--- config.mk ---
export PLATFORM = sky130hd
export DESIGN_NAME = cpu7_lsu
export DESIGN_NICKNAME = d
export VERILOG_FILES = /design/src/rtl/cpu7_lsu.sv
export SDC_FILE = /design/constraint.sdc
export NUM_CORES = 1
export LEC_CHECK = 0
export BUFFER_PORTS_ARGS = -buffer_cell sky130_fd_sc_hd__buf_2
export CAP_MARGIN = 10
export CORE_ASPECT_RATIO = 2
export CORE_MARGIN = 5
export CORE_UTILIZATION = 40
export DETAILED_ROUTE_END_ITERATION = 16
export SYNTH_ARGS = -nofsm -noshare
export SYNTH_HDL_FRONTEND = slang
export SYNTH_SLANG_ARGS = --single-unit
--- constraint.sdc ---
create_clock -name clk -period 18.55 [get_ports clk]
set_input_delay 0.9275 -clock clk [delete_from_list [all_inputs] [get_ports clk]]
set_output_delay 0.9275 -clock clk [all_outputs]
set_load 0.1 [all_outputs]
--- src/rtl/cpu7_lsu.sv ---
// Load/store unit between the EX/MEM register and the data bus: byte-enable
// generation, store rotation, load extraction/extension and misaligned split.
//
// state  | meaning
// IDLE   | ready for a request
// REQ0   | first bus beat offered, waiting for bus_ready
// WAIT0  | first beat accepted, waiting for bus_rvalid
// REQ1   | second beat of a line-crossing access offered
// WAIT1  | second beat accepted, waiting for bus_rvalid
// RESP   | one-cycle response to writeback
module cpu7_lsu #(
    parameter int XLEN             = 32,
    parameter bit SPLIT_MISALIGNED = 1'b1,
    parameter int RFIDX_W          = 5
) (
    input  logic               clk,
    input  logic               reset,
    input  logic               req_valid,
    output logic               req_ready,
    input  logic               req_we,
    input  logic [XLEN-1:0]    req_addr,
    input  logic [XLEN-1:0]    req_wdata,
    input  logic [1:0]         req_width,
    input  logic               req_signext,
    input  logic [RFIDX_W-1:0] req_rd,
    output logic               rsp_valid,
    output logic [XLEN-1:0]    rsp_rdata,
    output logic [RFIDX_W-1:0] rsp_rd,
    output logic               rsp_err,
    output logic               bus_valid,
    input  logic               bus_ready,
    output logic               bus_we,
    output logic [XLEN-1:0]    bus_addr,
    output logic [XLEN-1:0]    bus_wdata,
    output logic [XLEN/8-1:0]  bus_be,
    input  logic               bus_rvalid,
    input  logic [XLEN-1:0]    bus_rdata
);

    localparam int NB   = XLEN / 8;
    localparam int OFFW = $clog2(NB);
    localparam logic [XLEN-1:0] WORD_STEP = XLEN'(NB);

    typedef enum logic [2:0] {
        S_IDLE,
        S_REQ0,
        S_WAIT0,
        S_REQ1,
        S_WAIT1,
        S_RESP
    } state_t;

    state_t state;

    logic               we_q;
    logic [OFFW-1:0]    off_q;
    logic [1:0]         width_q;
    logic               signext_q;
    logic [RFIDX_W-1:0] rd_q;
    logic [XLEN-1:0]    base_q;
    logic [XLEN-1:0]    wdata_q;
    logic [NB-1:0]      be1_q;
    logic               cross_q;
    logic [XLEN-1:0]    beat0;

    logic [OFFW-1:0]    req_off;
    logic [3:0]         req_size;
    logic [2*NB-1:0]    req_mask;
    logic               req_cross;
    logic               req_err;
    logic [XLEN-1:0]    req_base;
    logic [XLEN-1:0]    req_rot;

    // Request decode: byte mask spans two words so the upper half is beat 1.
    always_comb begin
        req_off  = req_addr[OFFW-1:0];
        req_size = 4'd1 << req_width;
        req_base = {req_addr[XLEN-1:OFFW], {OFFW{1'b0}}};
        req_rot  = XLEN'({req_wdata, req_wdata} >> (XLEN - 8 * int'(req_off)));
        req_mask = '0;
        for (int j = 0; j < 2 * NB; j++) begin
            req_mask[j] = (j >= int'(req_off)) && (j < int'(req_off) + int'(req_size));
        end
        req_cross = |req_mask[2*NB-1:NB];
        req_err   = ((req_width == 2'd3) && (XLEN == 32)) ||
                    (req_cross && !SPLIT_MISALIGNED);
    end

    logic [XLEN-1:0] asm_b0;
    logic [XLEN-1:0] asm_b1;
    logic [XLEN-1:0] raw;
    logic [XLEN-1:0] load_val;
    logic            sfill;
    int              nbits;

    // Load assembly uses the live bus word for the final beat.
    always_comb begin
        asm_b0 = (state == S_WAIT1) ? beat0 : bus_rdata;
        asm_b1 = (state == S_WAIT1) ? bus_rdata : '0;
        raw    = XLEN'({asm_b1, asm_b0} >> {off_q, 3'b000});
        nbits  = 8 << width_q;
        case (width_q)
            2'd0:    sfill = raw[7];
            2'd1:    sfill = raw[15];
            2'd2:    sfill = raw[31];
            default: sfill = raw[XLEN-1];
        endcase
        sfill    = sfill & signext_q;
        load_val = '0;
        for (int i = 0; i < XLEN; i++) begin
            load_val[i] = (i < nbits) ? raw[i] : sfill;
        end
    end

    always_ff @(posedge clk or posedge reset) begin
        if (reset) begin
            state     <= S_IDLE;
            req_ready <= 1'b1;
            rsp_valid <= 1'b0;
            rsp_rdata <= '0;
            rsp_rd    <= '0;
            rsp_err   <= 1'b0;
            bus_valid <= 1'b0;
            bus_we    <= 1'b0;
            bus_addr  <= '0;
            bus_wdata <= '0;
            bus_be    <= '0;
            we_q      <= 1'b0;
            off_q     <= '0;
            width_q   <= '0;
            signext_q <= 1'b0;
            rd_q      <= '0;
            base_q    <= '0;
            wdata_q   <= '0;
            be1_q     <= '0;
            cross_q   <= 1'b0;
            beat0     <= '0;
        end else begin
            case (state)
                S_IDLE: begin
                    if (req_valid) begin
                        req_ready <= 1'b0;
                        we_q      <= req_we;
                        off_q     <= req_off;
                        width_q   <= req_width;
                        signext_q <= req_signext;
                        rd_q      <= req_rd;
                        base_q    <= req_base;
                        wdata_q   <= req_rot;
                        be1_q     <= req_mask[2*NB-1:NB];
                        cross_q   <= req_cross;
                        beat0     <= '0;
                        if (req_err) begin
                            state     <= S_RESP;
                            rsp_valid <= 1'b1;
                            rsp_err   <= 1'b1;
                            rsp_rd    <= req_rd;
                            rsp_rdata <= '0;
                        end else begin
                            state     <= S_REQ0;
                            bus_valid <= 1'b1;
                            bus_we    <= req_we;
                            bus_addr  <= req_base;
                            bus_wdata <= req_rot;
                            bus_be    <= req_mask[NB-1:0];
                        end
                    end
                end
                S_REQ0, S_REQ1: begin
                    if (bus_ready) begin
                        state     <= (state == S_REQ0) ? S_WAIT0 : S_WAIT1;
                        bus_valid <= 1'b0;
                        bus_we    <= 1'b0;
                        bus_addr  <= '0;
                        bus_wdata <= '0;
                        bus_be    <= '0;
                    end
                end
                S_WAIT0: begin
                    if (bus_rvalid) begin
                        beat0 <= bus_rdata;
                        if (cross_q) begin
                            state     <= S_REQ1;
                            bus_valid <= 1'b1;
                            bus_we    <= we_q;
                            bus_addr  <= base_q + WORD_STEP;
                            bus_wdata <= wdata_q;
                            bus_be    <= be1_q;
                        end else begin
                            state     <= S_RESP;
                            rsp_valid <= 1'b1;
                            rsp_err   <= 1'b0;
                            rsp_rd    <= rd_q;
                            rsp_rdata <= we_q ? '0 : load_val;
                        end
                    end
                end
                S_WAIT1: begin
                    if (bus_rvalid) begin
                        state     <= S_RESP;
                        rsp_valid <= 1'b1;
                        rsp_err   <= 1'b0;
                        rsp_rd    <= rd_q;
                        rsp_rdata <= we_q ? '0 : load_val;
                    end
                end
                S_RESP: begin
                    state     <= S_IDLE;
                    req_ready <= 1'b1;
                    rsp_valid <= 1'b0;
                    rsp_err   <= 1'b0;
                    rsp_rd    <= '0;
                    rsp_rdata <= '0;
                end
                default: begin
                    state     <= S_IDLE;
                    req_ready <= 1'b1;
                end
            endcase
        end
    end

endmodule

==> results of run 1 <==
[worst max-delay path, cell delays in order]
cell and delay (ns):
buf_2 0.63, clkinv_1 0.48, ha_1 0.42, buf_4 0.37
nand2b_1 0.49, o22ai_1 0.37, a221oi_1 0.12, nor2_1 0.15
[per-stage QoR]
stage | hold WS (ns) | util, % | area, um2 | setup WS, ns | std cells
floorplan | 0.4379 | - | 11640 | 11.57 | 1218
global placement | 0.4561 | 44.54 | 12850 | 14.63 | 1708
detailed placement | 0.4617 | 44.54 | 12850 | 14.53 | 1708
CTS | 0.4770 | 47.04 | 13570 | 15.06 | 1750
global route | 0.4996 | 47.06 | 13580 | 14.81 | 1753
finish | 0.4743 | 47.06 | 13580 | 15.01 | 1753
[final timing paths]
path,start,to,slack (ns),depth (start not counted)
worst max-delay path,req_addr[0],bus_wdata[23],15.01,8
min in group asynchronous,reset,rsp_rd[0],0.50,2
worst max register to register,state[2],rsp_rdata[26],15.30,6
worst min register to register,rsp_rdata[1],rsp_rdata[1],0.47,2
max in group asynchronous,reset,bus_addr[27],16.63,3
worst min-delay path,rsp_rdata[1],rsp_rdata[1],0.47,2
[placed cells by master, fill, tap and decap left out, drive strengths merged, types with 3 or more instances in the layout]
cell / Yosys / routed
clkbuf: 65 / 37
nand4: 6 / 6
nor3: 6 / 6
nand3: 27 / 27
o21a: 7 / 7
nor2: 109 / 109
and2: 3 / 3
xnor2: 14 / 14
o21ai: 58 / 58
o22ai: 27 / 27
dfrtp: 220 / 220
mux2: 19 / 19
mux2i: 82 / 82
a22oi: 12 / 12
a221oi: 38 / 38
mux4: 8 / 8
a221o: 9 / 9
o31ai: 12 / 12
a21oi: 37 / 37
ha: 5 / 5
a32oi: 9 / 9
diode: 0 / 3
nor3b: 6 / 6
nor4: 8 / 8
nand3b: 11 / 11
a21o: 9 / 9
nor2b: 8 / 8
a22o: 37 / 37
nand2: 239 / 239
xor2: 14 / 14
nand2b: 12 / 12
buf: 37 / 232
o211ai: 24 / 24
inv: 14 / 16
[registers in the layout, indices dropped and copies added, names as in the netlist]
register / count
beat0: 32
base_q: 30
rsp_valid: 1
bus_addr: 30
we_q: 1
wdata_q: 32
rd_q: 5
req_ready: 1
bus_wdata: 32
rsp_rdata: 32
cross_q: 1
be1_q: 4
width_q: 2
bus_we: 1
bus_be: 4
rsp_rd: 5
signext_q: 1
bus_valid: 1
rsp_err: 1
state: 3
off_q: 2
[layout make-up]
cell class / instances / area [um2]
diodes: 3 / 7.507
clock buffers: 37 / 678.2
clock inverters: 5 / 41.29
fillers: 2830 / 15270
inverters: 15 / 63.81
multi-input cells: 880 / 5604
flip-flops and latches: 221 / 5533
well taps: 360 / 450.4
repair buffers: 232 / 1199
[per-layer routing]
metal | up-vias | share of wire, %
met1 | 4903 | 35
met3 | 83 | 4.4
met4 | 0 | 5.7
li1 | 4649 | -
met2 | 320 | 55
met5 | - | 0
[cells by family (layout without fill, tap and decap cells)]
| family | count (synthesis) | in the layout | share of synthesized area [%] |
|---|---|---|---|
| other | 1 | 5 | 0.03223 |
| multiplexers | 109 | 109 | 10.44 |
| buffers and inverters | 117 | 289 | 4.635 |
| AO/OA/AOI/OAI | 289 | 289 | 17.57 |
| adder cells (fa/ha/maj) | 6 | 6 | 0.7098 |
| flip-flops | 221 | 221 | 47.55 |
| XOR/XNOR | 28 | 28 | 2.108 |
| AND/OR/NAND/NOR | 446 | 446 | 16.95 |
==> metrics.md, run 1 <==
| Metric | Value |
|---|---|
| Status | completed |
| Die span in x | 130.6 um |
| Drt via density | 5.679 |
| Total Routing Usage GR | 23.27% |
| CTS tree | done |
| Worst hold path type | flip-flop to flip-flop |
| Slew headroom | 17.71% |
| RSZ-0062 raised after global routing | false |
| #FFs+latches synth | 221 |
| Initial Utilization | 40.33% |
| Setup Skew | 0.007761 ns |
| Fmax | 282.5 MHz |
| Residual DRC count | 0 |
| Ys async rst share | 100.0% |
| First-pass GRT wire length | 59.43 mm |
| Die area | 32800 um2 |
| Top-count cell post-synth | nand2_1 |
| Largest net degree at the start of global routing | 90 |
| RD Place Congestion | 0.8732 |
| Met3 Use GR | 2.871% |
| Slew Limit Fails | 0 |
| Clock transition at the registers of the reported paths | 0.07 ns |
| Setup_tns | 0 ns |
| First DRT Iteration DRCs | 622 |
| CTS sink count | 221 |
| M1 GR Usage | 25.02% |
| Yosys cell types | 65 |
| Nets | 1489 |
| Tcrit/Tclk final | 19.08% |
| Most common flop cell mapped by yosys | dfrtp_1 |
| Die Span Y | 251.2 um |
| WP data arrival | 3.99 ns |
| Post-Syn Area | 11630 um2 |
| Vias in the first global route | 10230 |
| Post-cts resize count | 0 |
| Clock Tree Root | clkbuf_16 |
| Mapped Cells | 1217 |
| Area Overhead vs Synth | 16.70% |
| Final hold violations | 0 |
| Startpoint type of the worst setup path | primary input |
| Ys Warns | 0 |
| Core Region | 28850 um2 |
| Seq/Total Area, Yosys | 47.55% |
| Hpwl dp | 27.21 mm |
| Max Buffers Root-to-Sink | 3 |
| Critical path peak fanout | 33 |
| Post-DRT Antenna Nets | 0 |
| Top-area cell type share of the netlist area | 47.32% |
| Rows | 88 |
| Post-CTS setup buffer count | 0 |
| GRT overflow | 0 |
| Clock insertion delay at the later pin of the skew report | 0.53 ns |
| Routed len/inst | 22.08 um |
| Top post-synthesis cells by area | dfrtp_1 47%, nand2_1 7.7%, mux2i_1 7.1% |
| Num CTS Buffers | 23 |
| Largest area contributor in the netlist | dfrtp_1 |
| Grt peak-use layer | met2 |
| Initial antenna violation count | 6 |
| Post-Route WL | 38.71 mm |
| Worst-Margin Slew | 1.229 ns |
| Met2 GRT Util | 43.05% |
| Port Buffer Count | 217 |
| H-Tree Depth | 1 |
| Layout cells sized above 1 | 22.73% |
| I/O pins | 220 |
| Initial DRT Pass Iterations | 5 |
| Endpoints failing setup | 0 |
| Number of synthesized flops with an enable pin | 0 |
| Final worst path period need | 3.540 ns |
| DR vias | 9955 |
| Critical Path RT | 19.00 ns |
| # Max-Cap Violations | 0 |
| Post-CTS Hold Buffers | 0 |
| Commonest cells post-synth | 239 x nand2_1, 220 x dfrtp_1, 109 x nor2_1, 82 x mux2i_1, 65 x clkbuf_1 |
| CP endpoint kind | flip-flop |
| Mapped Avg Cell Area | 9.559 um2 |
| Crit path kind | primary input to flip-flop |
Power of run 1 is left out: the tool's default activity adds up to more than one toggle a clock period on the data nets, which glitch-free logic cannot reach.
==> run 2, diff against run 1 <==
Clock period 18.55 ns to 3.6 ns, I/O delays scaled along.
==> run 2 against run 1 <==
Compared with the run above: die area is the same; worst setup slack worse by 14 ns; highest routed layer unchanged; clock skew grew 0.0090 ns; largest cell class unchanged; via count grew 4.0%.
==> metrics.md, run 2 (synthesis gave the netlist of run 1 again) <==
| Metric | Value |
|---|---|
| Clock share of power | 16.1% |
| Core Region | 28850 um2 |
| Pint | 7.416 mW |
| Cell area after layout | 14520 um2 |
| Max Buffers Root-to-Sink | 3 |
| WP data arrival | 3.30 ns |
| Status | completed |
| Slew headroom | 27.21% |
| Post-CTS Hold Buffers | 71 |
| Logic gate share of total power | 56.4% |
| Final hold violations | 0 |
| Psw | 8.978 mW |
| H-Tree Depth | 1 |
| Die span in x | 130.6 um |
| Post-DP Area | 13000 um2 |
| M1 GR Usage | 24.96% |
| Worst hold path type | primary input to flip-flop |
| Clock Tree Root | clkbuf_16 |
| Residual DRC count | 0 |
| Port Buffer Count | 217 |
| RSZ-0062 raised after global routing | false |
| Initial Utilization | 40.33% |
| Clock insertion delay at the later pin of the skew report | 0.53 ns |
| Initial antenna violation count | 1 |
| Num CTS Buffers | 23 |
| Post-cts resize count | 0 |
| Rows | 88 |
| Nets | 1573 |
| Area Overhead vs Synth | 24.83% |
| Post-DRT Antenna Nets | 0 |
| Grt peak-use layer | met2 |
| CTS sink count | 221 |
| Commonest non-fill, non-tap cell in the layout | nand2_1 |
| CP endpoint kind | flip-flop |
| Slew Limit Fails | 0 |
| Die Span Y | 251.2 um |
| I/O pins | 220 |
| Met3 Use GR | 3.615% |
| First-pass GRT wire length | 61.73 mm |
| Tcrit/Tclk final | 79.67% |
| Most frequent cells in the layout | 238 x nand2_1, 219 x dfrtp_1, 217 x buf_2, 108 x nor2_1, 82 x mux2i_1 |
| Drt via density | 5.654 |
| Total Routing Usage GR | 24.24% |
| Power density over the cells | 1129 nW/um2 |
| # Max-Cap Violations | 0 |
| Final worst path period need | 2.868 ns |
| Critical path peak fanout | 37 |
| GRT overflow | 0 |
| Fmax | 348.7 MHz |
| Worst-Margin Slew | 1.086 ns |
| Fillers | 2757 |
| Sequential Power Share | 27.5% |
| Setup_tns | 0 ns |
| Initial DRT Pass Iterations | 5 |
| Layout cells sized above 1 | 22.64% |
| Vias in the first global route | 10740 |
| Peak supply drop | 711.7 uV |
| Largest net degree at the start of global routing | 74 |
| Post-CTS setup buffer count | 0 |
| Met2 GRT Util | 44.04% |
| Clock transition at the registers of the reported paths | 0.07 ns |
| Critical Path RT | 4.03 ns |
| CTS tree | done |
| Net Sw Frac | 54.76% |
| Endpoints failing setup | 0 |
| Startpoint type of the worst setup path | flip-flop |
| Setup Skew | 0.01680 ns |
| Routed len/inst | 21.92 um |
| DR vias | 10360 |
| Die area | 32800 um2 |
| Hpwl dp | 28.73 mm |
| Post-Route WL | 40.16 mm |
| Leakage Power | 6.869 nW |
| RD Place Congestion | 0.8947 |
| Crit path kind | flip-flop to flip-flop |
| First DRT Iteration DRCs | 565 |
==> run 2: changes by cell type in the layout (fill, tap and decap cells not counted), sizes merged <==
| cell | previous run | this run |
|---|---|---|
| dlygate4sd3 | 0 | 71 |
| buf | 232 | 245 |
| clkbuf | 37 | 28 |
| bufinv | 0 | 5 |
| clkinv | 2 | 6 |
| diode | 3 | 1 |
| inv | 16 | 14 |
| clkinvlp | 2 | 1 |
==> run 2: worst paths after layout <==
check / cells past startpoint / end / from / slack [ns]
worst min-delay path: 2 / beat0[27] / bus_rdata[27] / 0.04
worst max-delay path: 6 / bus_addr[26] / state[1] / 0.73
worst min register to register: 2 / rsp_rdata[3] / rsp_rdata[3] / 0.47
max in group asynchronous: 4 / bus_wdata[25] / reset / 2.42
worst max register to register: 6 / bus_addr[26] / state[1] / 0.73
min in group asynchronous: 3 / beat0[21] / reset / 0.33
==> run 2: power by group through the flow <==
stage               logic (mW)  clock network (mW)  registers, mW
floorplan                 3.66                   0           7.99
global placement          9.13                   0           4.51
detailed placement        9.24                   0           4.54
CTS                       9.31                2.70           4.51
global route              9.85                2.78           4.65
finish                    9.25                2.64           4.50
==> run 2: worst max-delay path, stage by stage (launching register included) <==
cell      delay (ns)
dfrtp_1         0.71
mux2_2          0.26
mux2i_1         0.10
nor3_2          0.87
buf_4           0.57
nand3_1         0.13
o211ai_1        0.12
==> run 2: layout make-up <==
class	count	area, um2	share of cell area [%]
Clock inverter	11	183.9	1.266
Multi-Input combinational cell	880	5599	38.55
Sequential cell	221	5533	38.10
Clock buffer	28	624.3	4.299
Timing Repair Buffer	316	2069	14.25
Inverter	15	60.06	0.4135
Antenna cell	1	2.502	0.01723
Tap cell	360	450.4	3.102
==> run 2: layer usage <==
layer  up-vias  share of wire, %
met5         -                 0
met3       124               4.9
met1      5068                34
li1       4808                 -
met2       358                54
met4         0               8.0
==> run 2: per-stage QoR <==
step / worst slack [ns] / power [mW] / hold WS (ns) / cells / util, %
global route: 0.5378 / 17.28 / 0.01651 / 1832 / 50.34
finish: 0.7319 / 16.39 / 0.03859 / 1832 / 50.34
detailed placement: 0.7551 / 13.78 / 0.3524 / 1721 / 45.07
CTS: 0.7387 / 16.52 / 0.002429 / 1831 / 50.33
global placement: 0.8524 / 13.64 / 0.3365 / 1721 / 45.07
floorplan: 0.5387 / 11.65 / 0.2854 / 1218 / -
(Power assumes the default switching activity.)
==> run 3, diff against run 2 <==
Clock period 3.6 ns to 2.3 ns, I/O delays scaled along.
==> run 3 against run 2 <==
Compared with the run above: clock-buffer cell count is 8 higher; largest power group unchanged; critical path type unchanged; largest cell class unchanged; clock power rose by 50%; fmax up 27%; worst setup slack got worse by 0.68 ns; first-iteration DRC count increased by 15%; critical path depth rose by 1; flip-flop and latch count stayed put; combinational power rose by 68%.
==> metrics.md, run 3 (synthesis gave the netlist of run 1 again) <==
| Metric | Value |
|---|---|
| Status | completed |
| Clock Tree Root | clkbuf_16 |
| Final hold violations | 0 |
| I/O pins | 220 |
| Residual DRC count | 0 |
| Drt via density | 5.589 |
| FF+latch area | 5534 um2 |
| Crit Reg-Reg Endpoint | rsp_rdata[27] |
| Clock share of power | 15.1% |
| RD Place Congestion | 0.9159 |
| Port Buffer Count | 217 |
| Leakage Power | 7.163 nW |
| Psw | 14.26 mW |
| Worst-Margin Slew | 1.064 ns |
| Initial Utilization | 40.33% |
| Die Span Y | 251.2 um |
| Vias in the first global route | 11020 |
| CTS tree | done |
| First DRT Iteration DRCs | 650 |
| CTS sink count | 221 |
| Fillers | 2688 |
| Die area | 32800 um2 |
| R2r startpoint | state[1] |
| Critical-path cell list | nor3b_4, buf_4, buf_12, mux2i_1, o21a_1, o21ai_0, a221o_1 |
| Fin worst setup slack | 0.04885 ns |
| # Max-Cap Violations | 0 |
| Slowest-stage cell, CP | dfrtp_2 |
| Num CTS Buffers | 23 |
| Critical path peak fanout | 14 |
| WP data arrival | 2.66 ns |
| R2R Setup Slk | 0.05 ns |
| Slew headroom | 28.91% |
| Nets | 1629 |
| Largest net degree at the start of global routing | 114 |
| Die span in x | 130.6 um |
| RSZ-0062 raised after global routing | false |
| Core Region | 28850 um2 |
| Worst hold path type | primary input to asynchronous set/reset pin |
| Commonest non-fill, non-tap cell in the layout | nand2_1 |
| Initial DRT Pass Iterations | 5 |
| Routed len/inst | 21.35 um |
| Endpoints failing setup | 0 |
| Most frequent cells in the layout | 238 x nand2_1, 218 x dfrtp_1, 217 x buf_2, 107 x nor2_1, 81 x mux2i_1 |
| Multi-input gate area | 5690 um2 |
| Final worst path period need | 2.251 ns |
| Post-DRT Antenna Nets | 0 |
| Power density over the cells | 1746 nW/um2 |
| Crit path kind | flip-flop to flip-flop |
| Cell Count, Final, Fillers Out | 1892 |
| Total Routing Usage GR | 24.18% |
| Setup Skew | 0.01915 ns |
| GRT overflow | 0 |
| Net Sw Frac | 54.09% |
| First-pass GRT wire length | 61.86 mm |
| Slowest Stage Delay on Critical Path | 0.47 ns |
| Placed Cells incl. Taps | 1771 |
| Max Buffers Root-to-Sink | 3 |
| Fmax | 444.2 MHz |
| Startpoint type of the worst setup path | flip-flop |
| Rows | 88 |
| Logic gate share of total power | 58.7% |
| Pint | 12.10 mW |
| Clock transition at the registers of the reported paths | 0.07 ns |
| Peak supply drop | 1273 uV |
| H-Tree Depth | 1 |
| Cell area after layout | 15090 um2 |
| CP endpoint kind | flip-flop |
| Critical Path RT | 2.71 ns |
| Tcrit/Tclk final | 97.88% |
| Layout cells sized above 1 | 25.56% |
| R2R cell count | 7 |
| Post-Place Worst Slack | -0.09463 ns |
| Post-Route WL | 40.40 mm |
| Initial antenna violation count | 1 |
| Area Overhead vs Synth | 29.75% |
| DR vias | 10570 |
| Post-DP Area | 13450 um2 |
| Sequential Power Share | 26.3% |
| Clock insertion delay at the later pin of the skew report | 0.53 ns |
| Slew Limit Fails | 0 |
| Hpwl dp | 29.08 mm |
[run 3: layout make-up]
| cell class | instances | share of cell area [%] |
|---|---|---|
| tap | 360 | 2.984 |
| sequential | 221 | 36.66 |
| clock buffer | 36 | 4.468 |
| timing repair buffer | 371 | 16.99 |
| inverter | 15 | 0.3979 |
| multi-input combinational | 881 | 37.70 |
| antenna | 2 | 0.03316 |
| clock inverter | 6 | 0.7626 |
[run 3: worst max path at each step]
| stage | depth (start not counted) | start | end | slack [ns] |
|---|---|---|---|---|
| 2_1_floorplan | 1 | reset | base_q[10] | -0.70 |
| 3_3_place_gp | 7 | state[1] | rsp_rdata[26] | -0.05 |
| 3_5_place_dp | 7 | state[1] | rsp_rdata[26] | -0.09 |
| 4_1_cts | 6 | state[1] | rsp_rdata[29] | 0.02 |
| 5_1_grt | 8 | state[1] | rsp_rdata[28] | 0.002 |
| 6_report | 7 | state[1] | rsp_rdata[27] | 0.05 |
[run 3: metal layers]
layer / share of wire [%] / wire length (um) / global-route usage (%)
met1: 34 / 13910 / 25.14
met2: 55 / 22230 / 45.24
met3: 4.5 / 1814 / 3.275
met4: 6.0 / 2442 / 13.24
met5: 0 / 0 / 0
[run 3: power groups by stage]
stage	Clock (mW)	Combinational (mW)	Sequential [mW]
after global placement	0	15.2	6.91
after global routing	4.21	16.4	7.14
after CTS	4.04	15.5	6.92
after detailed placement	0	15.3	6.95
after floorplan	0	5.73	12.5
final	3.97	15.5	6.92
[run 3: timing repair]
action | in CTS | in global routing
pin swaps | 1 | 3
cloned | 0 | 1
endpoints found under the hold margin | 330 | 0
gates resized for setup | 4 | 12
endpoints found under the setup margin | 2 | 31
setup buffers | 1 | 1
hold buffers | 74 | 0
[run 3: worst max-delay path, delay by kind of cell (launching register included)]
kind | cells | cell delay [ns]
mux | 1 | 0.38
buf+inv | 2 | 0.30
simple gates | 1 | 0.20
compound gates | 3 | 0.76
flops | 1 | 0.47
[run 3: through the flow]
step | utilization, % | hold slack, ns | power, mW | TNS (ns)
2_1_floorplan | - | 0.2204 | 18.24 | -153.18
3_3_place_gp | 46.63 | 0.04016 | 22.11 | -0.04740
3_5_place_dp | 46.63 | 0.03860 | 22.28 | -0.09463
4_1_cts | 52.03 | 0.05007 | 26.44 | 0
5_1_grt | 52.32 | 0.07590 | 27.79 | 0
6_report | 52.32 | 0.06693 | 26.36 | 0
